**src/rtl/ssd_pkg.sv**
```systemverilog
// ssd_pkg: shared constants for the seven-segment scan controller.
//   - 8-bit active-low segment patterns {a,b,c,d,e,f,g,dp} with dp off.
//   - The blank digit code.
//   - Bit positions of each segment on the D_ssd bus.
package ssd_pkg;

  typedef logic [6:0] seg7_t;  // a..g, active-low

  localparam logic [7:0] SEG_0     = 8'h03;
  localparam logic [7:0] SEG_1     = 8'h9F;
  localparam logic [7:0] SEG_2     = 8'h25;
  localparam logic [7:0] SEG_3     = 8'h0D;
  localparam logic [7:0] SEG_4     = 8'h99;
  localparam logic [7:0] SEG_5     = 8'h49;
  localparam logic [7:0] SEG_6     = 8'h41;
  localparam logic [7:0] SEG_7     = 8'h1F;
  localparam logic [7:0] SEG_8     = 8'h01;
  localparam logic [7:0] SEG_9     = 8'h09;
  localparam logic [7:0] SEG_BLANK = 8'hFF;
  localparam logic [7:0] SEG_F     = 8'h71;

  localparam logic [3:0] CODE_BLANK = 4'hF;

  localparam int SEG_A_BIT  = 7;
  localparam int SEG_B_BIT  = 6;
  localparam int SEG_C_BIT  = 5;
  localparam int SEG_D_BIT  = 4;
  localparam int SEG_E_BIT  = 3;
  localparam int SEG_F_BIT  = 2;
  localparam int SEG_G_BIT  = 1;
  localparam int SEG_DP_BIT = 0;

endpackage

```
**src/rtl/ssd_seg_lut.sv**
```systemverilog
// ssd_seg_lut: combinational digit code -> a..g segment pattern (active-low).
//   code_i  in  4  digit code; 0..9 digits, 10..14 show 'F', 15 is blank
//   seg_o   out 7  segments a..g, bit6 = a ... bit0 = g
module ssd_seg_lut
  import ssd_pkg::*;
(
  input  logic [3:0] code_i,
  output seg7_t      seg_o
);

  logic [7:0] pat;

  // NOTE: a default ahead of the case keeps every path assigned, so no latch.
  always_comb begin
    pat = SEG_F;
    case (code_i)
      4'd0:       pat = SEG_0;
      4'd1:       pat = SEG_1;
      4'd2:       pat = SEG_2;
      4'd3:       pat = SEG_3;
      4'd4:       pat = SEG_4;
      4'd5:       pat = SEG_5;
      4'd6:       pat = SEG_6;
      4'd7:       pat = SEG_7;
      4'd8:       pat = SEG_8;
      4'd9:       pat = SEG_9;
      CODE_BLANK: pat = SEG_BLANK;
      default:    pat = SEG_F;
    endcase
  end

  assign seg_o = pat[SEG_A_BIT:SEG_G_BIT];

endmodule

```
**src/rtl/ssd_scan.sv**
```systemverilog
// ssd_scan: four-digit common-anode seven-segment scan controller.
// Inputs are captured into shadow registers once per frame so the display
// never shows a mix of old and new values.
//   clk       in  1   system clock, rising edge
//   rst       in  1   asynchronous active-high reset
//   bcd       in  16  digit codes, [3:0] = digit 0 (rightmost)
//   dp        in  4   decimal point request per digit, active-high
//   lz_blank  in  1   leading-zero suppression enable
//   ssd_ctl   out 4   digit enables, active-low
//   D_ssd     out 8   segments {a,b,c,d,e,f,g,dp}, active-low
//   frame     out 1   one-cycle pulse on each shadow-register load
module ssd_scan
  import ssd_pkg::*;
#(
  parameter int SCAN_CNT = 100000
) (
  input  logic        clk,
  input  logic        rst,
  input  logic [15:0] bcd,
  input  logic [3:0]  dp,
  input  logic        lz_blank,
  output logic [3:0]  ssd_ctl,
  output logic [7:0]  D_ssd,
  output logic        frame
);

  localparam int              CNT_W   = $clog2(SCAN_CNT);
  localparam logic [CNT_W-1:0] CNT_MAX = CNT_W'(SCAN_CNT - 1);

  logic [CNT_W-1:0] presc_q, presc_d;
  logic [1:0]       idx_q, idx_d;
  logic [15:0]      sh_bcd_q, sh_bcd_d;
  logic [3:0]       sh_dp_q, sh_dp_d;
  logic             sh_lz_q, sh_lz_d;
  logic [3:0]       ctl_q, ctl_d;
  logic [7:0]       seg_q, seg_d;
  logic             frame_q, frame_d;

  logic             tick;
  logic             frame_load;
  logic [3:0]       digit_code;
  seg7_t            lut_seg;
  logic [3:0]       suppress;

  assign tick       = (presc_q == CNT_MAX);
  assign frame_load = tick && (idx_q == 2'd3);
  assign digit_code = sh_bcd_q[{idx_q, 2'b00} +: 4];

  // Suppression chains down from the leftmost digit; digit 0 always shows.
  assign suppress[3] = sh_lz_q && (sh_bcd_q[15:12] == 4'd0);
  assign suppress[2] = suppress[3] && (sh_bcd_q[11:8] == 4'd0);
  assign suppress[1] = suppress[2] && (sh_bcd_q[7:4] == 4'd0);
  assign suppress[0] = 1'b0;

  ssd_seg_lut u_lut (
    .code_i (digit_code),
    .seg_o  (lut_seg)
  );

  always_comb begin
    presc_d  = tick ? '0 : presc_q + 1'b1;
    idx_d    = tick ? idx_q + 2'd1 : idx_q;
    sh_bcd_d = frame_load ? bcd      : sh_bcd_q;
    sh_dp_d  = frame_load ? dp       : sh_dp_q;
    sh_lz_d  = frame_load ? lz_blank : sh_lz_q;
    // Outputs follow the current index, so they lag it by one edge and each
    // digit stays lit for a full prescaler period.
    ctl_d    = ~(4'b0001 << idx_q);
    seg_d    = {(suppress[idx_q] ? 7'h7F : lut_seg), ~sh_dp_q[idx_q]};
    frame_d  = frame_load;
  end

  // NOTE: sequential state uses <= so every register samples pre-edge values.
  // NOTE: the shadow registers are reset too, so the display is blank and
  // well-defined before the first frame load rather than showing junk.
  always_ff @(posedge clk or posedge rst) begin
    if (rst) begin
      presc_q  <= CNT_MAX;
      idx_q    <= 2'd3;
      sh_bcd_q <= 16'hFFFF;
      sh_dp_q  <= 4'b0000;
      sh_lz_q  <= 1'b0;
      ctl_q    <= 4'b1111;
      seg_q    <= SEG_BLANK;
      frame_q  <= 1'b0;
    end else begin
      presc_q  <= presc_d;
      idx_q    <= idx_d;
      sh_bcd_q <= sh_bcd_d;
      sh_dp_q  <= sh_dp_d;
      sh_lz_q  <= sh_lz_d;
      ctl_q    <= ctl_d;
      seg_q    <= seg_d;
      frame_q  <= frame_d;
    end
  end

  assign ssd_ctl = ctl_q;
  assign D_ssd   = seg_q;
  assign frame   = frame_q;

endmodule

```
**config.mk**
```make
export PLATFORM = sky130hd
export DESIGN_NAME = ssd_scan
export DESIGN_NICKNAME = d
export VERILOG_FILES = /design/src/rtl/ssd_pkg.sv /design/src/rtl/ssd_seg_lut.sv /design/src/rtl/ssd_scan.sv
export SDC_FILE = /design/constraint.sdc
export NUM_CORES = 1
export LEC_CHECK = 0
export CAP_MARGIN = 20
export CORE_MARGIN = 2
export CORE_UTILIZATION = 42
export CTS_BUF_LIST = sky130_fd_sc_hd__clkbuf_2
export DETAILED_ROUTE_END_ITERATION = 10
export DONT_BUFFER_PORTS = 1
export PLACE_DENSITY = 0.57
export SYNTH_ARGS = -nofsm -noshare
export SYNTH_HDL_FRONTEND = slang
export SYNTH_SLANG_ARGS = --single-unit
```
**constraint.sdc**
```tcl
create_clock -name clk -period 4.15 [get_ports clk]
set_input_delay 0.83 -clock clk [delete_from_list [all_inputs] [get_ports clk]]
set_output_delay 0.83 -clock clk [all_outputs]
set_load 0.02 [all_outputs]
```
==> reports/results.ini, run 1 <==
[timing]
worst_pin_slew_ns=0.731
slew_viol_final=0
rsz0062_at_grt=no
fmax_mhz=387
finalHoldViolations=0
fin_ws_ns=1.57
setup_viol=0
slew_headroom_pct=51.2
tns_ns=0
fin_crit_ns=2.58
min_period_over_period_pct=62.2
skew_ns=0.0311

[yosys]
synth_area_leaders=dfstp_2 40%, dfrtp_1 12%, mux2_4 11%
ys_async_sr_fraction_pct=100
postSynthAreaPerCell_um2=13.2
synthSimpleGateAreaFrac_pct=12.7
synth_compound_area_share_pct=4.15
synth_top_area_cell=dfstp_2
synth_edf_count=0
synth_top_family_by_area=multiplexers
synth-seq-area-share_pct=52.5
synthXorXnorAreaFrac_pct=4.68
synthFlopType=dfstp_2
syn_inst=199
synth_cell_type_count=41
synth_fa_ha_area_share_pct=5.25
synth_top_area_share_pct=40.1
yosys_warnings=0
synth-seq-cells=53
ys_top_cells_by_count=40 x dfstp_2, 20 x mux2_4, 13 x dfrtp_1, 12 x inv_1
yosysMostFrequentCell=dfstp_2
synthMuxAreaShare_pct=17.0
syn_nets=233
synth_area_mm2=0.00262

[cts]
cts_sinks=53
insertion_delay_ns=0.44
tritoncts=done
clk_path_buf_depth=2
htree_levels=2
cts_hold_buf=0
clk_pin_slew_ns=0.25
numCtsBuffers=5
cts-root-buf=clkbuf_2
post_cts_resized=0
postCtsSetupBuffers=0

[critical_path]
crit_fanout=21
worstPathRequired_ns=4.52
cp_slowest_cell=nand3_2
startpoint_type=flop
startpoint=presc_q[15]
crit_arrival_ns=2.95
worstSetupEndpointType=flop
worst_path_largest_cell_delay_ns=0.62
rr_startpoint=presc_q[15]
path_class=flop to flop
cp_cell_sequence=or4b_4 > nor4_4 > nand3_2 > mux2_1

[floorplanning]
die_y_um=83.0
core_area_mm2=0.00599
die_w_um=83.0
num_rows=28
io_pins=36
floorplan.initialDensity_pct=43.7
dieArea_mm2=0.00689

[global_routing]
grt_antenna_before_repair=0
grt_start_max_net_pins=54
first_global_vias=1557
grt.overflow.total=0
grt_pass1_wl_mm=7.83
grt_use_total_pct=14.1

[drt]
post-route-drc-count=0
vias=1499
viasPerCell=5.47
drtAntennaViolNets=0
drtIter0Drc=67
firstDrtPassIters=4
routed_wl_mm=4.57
wl_per_cell_um=16.7

[place]
post-place-ws_ns=1.56
numPortBuffers=0
place_congestion=0.817
hpwl_mm=3.29
place_inst=265

[layout]
syn2layout_area_growth_pct=5.78
layout.cells.non_filler=274
diodes=0
drive_gt1_share_pct=40.2
nets=232

[status]
outcome=finished, final reports clean

[pwr]
powerDensity_mw_per_mm2=338
peakVddDrop_mv=0.131
cellLeakagePower_nw=1.19

[run]
cap_violations=0

[worst_hold_path]
hp-class=input port to async pin

-- layer usage --
metal	GRT usage, %	vias to the layer above	part of all wire (%)
met5	0	-	0
met4	3.58	0	1.2
met3	3.78	5	4.3
met2	22.1	40	46
met1	19.6	752	48
li1	-	702	-
-- worst max-delay path, delay by kind of cell (launching register included) --
kind | cells | cell delay [ns]
AND/OR/NAND/NOR | 3 | 1.38
flip-flops | 1 | 0.60
multiplexers | 1 | 0.55
-- cell usage in the layout, fill, tap and decap left out, drive strengths merged, types with 4 or more instances in the layout --
cell type / count
inv: 12
nand4: 5
and4: 5
mux2: 22
dfstp: 40
xor2: 8
clkbuf: 5
o21ai: 5
dfrtp: 13
nor4: 5
nand2: 11
mux4: 5
nand3: 9
a21oi: 4
ha: 11
xnor2: 6
nor2: 9
-- cell families after synthesis --
group	count (synthesis)
adder cells (fa/ha/maj)	11
flip-flops	53
buffers and inverters	21
multiplexers	28
AO/OA/AOI/OAI	17
AND/OR/NAND/NOR	55
XOR/XNOR	14
-- through the flow --
step	area [um2]	power (W)	hold WS [ns]	utilization, %
final	2770	0.000936	0.184	46.3
after global routing	2770	0.000988	0.122	46.3
after CTS	2750	0.000949	0.472	45.9
after detailed placement	2660	0.000622	0.496	44.4
after global placement	2660	0.000619	0.480	44.4
after floorplan	2620	0.000609	0.461	-
-- final timing paths --
| check | slack, ns | to | cells past startpoint |
|---|---|---|---|
| worst max-delay path | 1.57 | sh_bcd_q[14] | 4 |
| worst min-delay path | 0.18 | presc_q[11] | 1 |
| worst max register to register | 1.57 | sh_bcd_q[14] | 4 |
| min in group clk | 0.51 | sh_dp_q[3] | 1 |
| worst min register to register | 0.53 | presc_q[16] | 2 |
| max in group asynchronous | 3.40 | presc_q[3] | 2 |
-- where the power goes --
| group | switching, W | total (W) | leakage (nW) | internal (W) |
|---|---|---|---|---|
| clock network | 0.000159 | 0.000320 | 0.0529 | 0.000161 |
| registers | 0.0000187 | 0.000566 | 0.583 | 0.000547 |
| logic | 0.0000249 | 0.0000508 | 0.553 | 0.0000259 |
| total | 0.000202 | 0.000936 | 1.19 | 0.000734 |
-- layout make-up --
cell class | instances | area (um2)
Fill cell | 515 | 3220
Sequential cell | 53 | 1380
Multi-Input combinational cell | 125 | 1150
Tap cell | 75 | 93.8
Clock inverter | 3 | 65.1
Inverter | 12 | 45.0
Clock buffer | 5 | 25.0
Timing Repair Buffer | 1 | 20.0
-- registers in the layout, summed over array words and instances, names as in the netlist --
register  flops
frame         1
ssd_ctl       4
sh_dp_q       4
D_ssd         8
idx_q         2
sh_bcd_q     16
presc_q      17
sh_lz_q       1
No activity file was read; power rests on OpenSTA's default activity.
==> run 2: changes to the inputs <==
- PLACE_DENSITY: 0.57 -> 0.6
- clock period: 4.15 -> 2.2 ns (I/O delays scaled with it)
==> run 2 against run 1 <==
Against the previous run: hold slack lost 0.047 ns; clock skew shrank 0.011 ns; sequential power grew 87%; via count grew 1.7%.
==> reports/results.ini, run 2 (synthesized netlist as in run 1, its figures left out) <==
[global_routing]
grt.overflow.total=0
grt_use_total_pct=13.8
grt_pass1_wl_mm=7.63
grt_start_max_net_pins=23
grt_antenna_before_repair=0
first_global_vias=1478

[cts]
insertion_delay_ns=0.42
post_cts_resized=0
clk_pin_slew_ns=0.26
cts_hold_buf=1
tritoncts=done
clk_path_buf_depth=2
postCtsSetupBuffers=0
cts_sinks=53
htree_levels=2
numCtsBuffers=5
cts-root-buf=clkbuf_2

[floorplanning]
floorplan.initialDensity_pct=43.7
num_rows=28
die_w_um=83.0
dieArea_mm2=0.00689
io_pins=36
core_area_mm2=0.00599
die_y_um=83.0

[drt]
vias=1524
drtAntennaViolNets=0
wl_per_cell_um=15.9
routed_wl_mm=4.52
post-route-drc-count=0
viasPerCell=5.37
firstDrtPassIters=5
drtIter0Drc=84

[layout]
nets=242
diodes=0
final_common_cell=dfstp_2
drive_gt1_share_pct=42.1
finish.instance_area_mm2=0.00282
fill_cells=545
layout_common_cells=40 x dfstp_2, 20 x mux2_4, 13 x dfrtp_1
syn2layout_area_growth_pct=7.74
largest-register=presc_q
largest_reg_flops=17

[critical_path]
cp_num_buf_inv=1
crit_family=simple AND/OR/NAND/NOR gates
crit_arrival_ns=2.40
worstPathRequired_ns=2.54
path_class=flop to flop
crit_fanout=21
cp_cell_sequence=or4b_4 > nor4_4 > nand3_2 > buf_12 > mux2_4
cp_slowest_cell=dfstp_2
worstSetupEndpointType=flop
startpoint_type=flop
worst_path_largest_cell_delay_ns=0.60

[pwr]
cellLeakagePower_nw=1.23
peakVddDrop_mv=0.230
powerDensity_mw_per_mm2=582

[timing]
worst_pin_slew_ns=0.428
slew_headroom_pct=71.4
tns_ns=0
slew_viol_final=0
fin_crit_ns=2.07
min_period_over_period_pct=93.9
setup_viol=0
finalHoldViolations=0
fmax_mhz=484
rsz0062_at_grt=no
skew_ns=0.0202

[place]
numPortBuffers=0
place_congestion=0.861
postPlaceCellArea_mm2=0.00275
hpwl_mm=3.35

[status]
outcome=finished, final reports clean

[worst_hold_path]
hp-class=input port to flop

[run]
cap_violations=0

==> run 2: report_power, final <==
| group | switching [W] | total [W] | internal (W) |
|---|---|---|---|
| logic | 0.0000467 | 0.0000952 | 0.0000485 |
| registers | 0.0000336 | 0.00106 | 0.00103 |
| clock network | 0.000290 | 0.000484 | 0.000194 |
==> run 2: layout make-up <==
class | count | area [um2] | share of cell area [%]
clock buffers | 6 | 30.0 | 1.06
clock inverters | 2 | 33.8 | 1.20
inverters | 12 | 45.0 | 1.60
multi-input cells | 125 | 1150 | 40.6
flip-flops and latches | 53 | 1380 | 48.8
well taps | 75 | 93.8 | 3.32
repair buffers | 11 | 97.6 | 3.46
==> run 2: path summary, 6_finish.rpt <==
kind	slack, ns	endpoint	startpoint	cells past startpoint
setup reg to reg	0.13	sh_dp_q[0]	presc_q[15]	5
hold / removal	0.14	sh_bcd_q[0]	bcd[0]	1
hold reg to reg	0.52	presc_q[15]	presc_q[15]	2
max in group asynchronous	1.11	sh_bcd_q[11]	rst	3
setup / recovery	0.13	sh_dp_q[0]	presc_q[15]	5
min in group asynchronous	0.42	sh_lz_q	rst	2
==> run 2: stage by stage <==
| stage | utilization [%] | std cells | hold slack [ns] | power [W] | setup slack [ns] |
|---|---|---|---|---|---|
| after global routing | 47.1 | 284 | 0.0761 | 0.00172 | 0.0708 |
| after global placement | 45.9 | 275 | 0.343 | 0.00117 | 0.177 |
| final | 47.1 | 284 | 0.136 | 0.00164 | 0.134 |
| after floorplan | - | 199 | 0.461 | 0.00115 | 0.0764 |
| after CTS | 47.1 | 284 | 0.107 | 0.00167 | 0.125 |
| after detailed placement | 45.9 | 275 | 0.355 | 0.00117 | 0.152 |
==> run 2: metal layers <==
metal | global-route usage (%) | wire length, um
met1 | 19.8 | 2240
met2 | 20.2 | 1990
met3 | 4.37 | 238
met4 | 3.58 | 51
met5 | 0 | 0
==> run 3: changes to the inputs <==
- HOLD_SLACK_MARGIN: default -> 0.15
==> run 3 against run 2 <==
Against the previous run: sequential power hardly changed; combinational power is 33% higher; utilization is 3.5 points higher; largest cell class unchanged; worst setup slack worse by 0.00059 ns; non-clock buffer count is 21 higher; design area is 7.4% higher; hold slack better by 0.28 ns.
==> reports/results.ini, run 3 (synthesized netlist as in run 1, its figures left out) <==
[layout]
fill_cells=533
syn2layout_area_growth_pct=15.8
ff_latch_area_mm2=0.00138
final_common_cell=dfstp_2
nets=263
diodes=0
largest-register=presc_q
multi_input_area_mm2=0.00115
drive_gt1_share_pct=38.3
layout_common_cells=40 x dfstp_2, 22 x dlygate4sd3_1, 20 x mux2_4
largest_reg_flops=17

[critical_path]
startpoint=presc_q[15]
rr_startpoint=presc_q[15]
crit_fanout=21
crit_family=simple AND/OR/NAND/NOR gates
path_class=flop to flop
worstRegToRegCells=5
endpoint=sh_dp_q[0]
regToRegSetupSlack_ns=0.13
cp.depth=5
worst_path_largest_cell_delay_ns=0.60
crit_arrival_ns=2.42
cp_num_buf_inv=1
startpoint_type=flop
worstPathRequired_ns=2.55
cp_cell_sequence=or4b_4 > nor4_4 > nand3_2 > buf_12 > mux2_4
cp_slowest_cell=dfstp_2
r2r-end=sh_dp_q[0]
worstSetupEndpointType=flop

[timing]
fin_crit_ns=2.07
fmax_mhz=484
min_period_over_period_pct=93.9
whs_ns=0.418
worst_pin_slew_ns=0.437
tns_ns=0
setup_viol=0
rsz0062_at_grt=no
skew_ns=0.0218
finalHoldViolations=0
slew_viol_final=0
slew_headroom_pct=70.8

[global_routing]
grt_antenna_before_repair=0
grt_start_max_net_pins=23
grt_pass1_wl_mm=7.97
grt_use_total_pct=14.2
grt.overflow.total=0
first_global_vias=1572

[cts]
htree_levels=2
insertion_delay_ns=0.43
post_cts_resized=0
clk_path_buf_depth=2
cts-root-buf=clkbuf_2
numCtsBuffers=5
tritoncts=done
clk_pin_slew_ns=0.26
cts_sinks=53

[pwr]
pwr-share-comb_pct=7.6
peakVddDrop_mv=0.230
switchingPower_w=0.000381
pwr-share-seq_pct=63.5
swShare_pct=22.7
powerDensity_mw_per_mm2=554
clkPwrFrac_pct=29.0
cellLeakagePower_nw=1.32
p_int_w=0.00130

[drt]
viasPerCell=5.24
vias=1598
post-route-drc-count=0
firstDrtPassIters=5
drtAntennaViolNets=0
routed_wl_mm=4.67
drtIter0Drc=89
wl_per_cell_um=15.3

[place]
hpwl_mm=3.35
numPortBuffers=0
place_congestion=0.861

[floorplanning]
die_y_um=83.0
num_rows=28
die_w_um=83.0
dieArea_mm2=0.00689
core_area_mm2=0.00599
io_pins=36
floorplan.initialDensity_pct=43.7

[status]
outcome=finished, final reports clean

[worst_hold_path]
hp-class=input port to async pin

[run]
cap_violations=0

run 3: routing by layer:
metal,part of all wire [%],global-route usage (%),vias to the layer above
li1,-,-,759
met1,50,21.2,795
met2,44,20.4,36
met3,3.6,3.58,8
met4,1.6,4.17,0
met5,0,0,-
run 3: repair_timing:
item                                   4_1_cts  5_1_grt
hold buffers                                22        0
endpoints found under the hold margin       25        0
setup buffers                                0        0
run 3: through the flow:
step                setup WS, ns  utilization [%]  total power [W]  instances  cell area [um2]
floorplan                 0.0764                -          0.00115        199             2620
global placement           0.177             45.9          0.00117        275             2750
detailed placement         0.152             45.9          0.00117        275             2750
CTS                        0.125             50.6          0.00170        305             3030
global route              0.0700             50.6          0.00175        305             3030
finish                     0.133             50.6          0.00168        305             3030
run 3: worst min-delay path by stage:
stage	from	end	cells after the start
after floorplan	presc_q[12]	presc_q[12]	1
after global placement	rst	sh_lz_q	1
after detailed placement	rst	sh_lz_q	1
after CTS	rst	sh_lz_q	2
after global routing	rst	sh_lz_q	2
final	rst	sh_lz_q	2
run 3: area by class of cell:
| cell class | count | area share [%] |
|---|---|---|
| flip-flops and latches | 53 | 45.4 |
| multi-input cells | 125 | 37.8 |
| repair buffers | 32 | 10.1 |
| well taps | 75 | 3.09 |
| inverters | 12 | 1.49 |
| clock inverters | 2 | 1.11 |
| clock buffers | 6 | 0.990 |
run 3: power by group through the flow:
stage / Clock, W / Combinational [W] / Sequential, W
floorplan: 0 / 0.0000781 / 0.00107
global route: 0.000537 / 0.000142 / 0.00107
global placement: 0 / 0.0000921 / 0.00108
finish: 0.000486 / 0.000127 / 0.00107
CTS: 0.000506 / 0.000129 / 0.00107
detailed placement: 0 / 0.0000952 / 0.00108
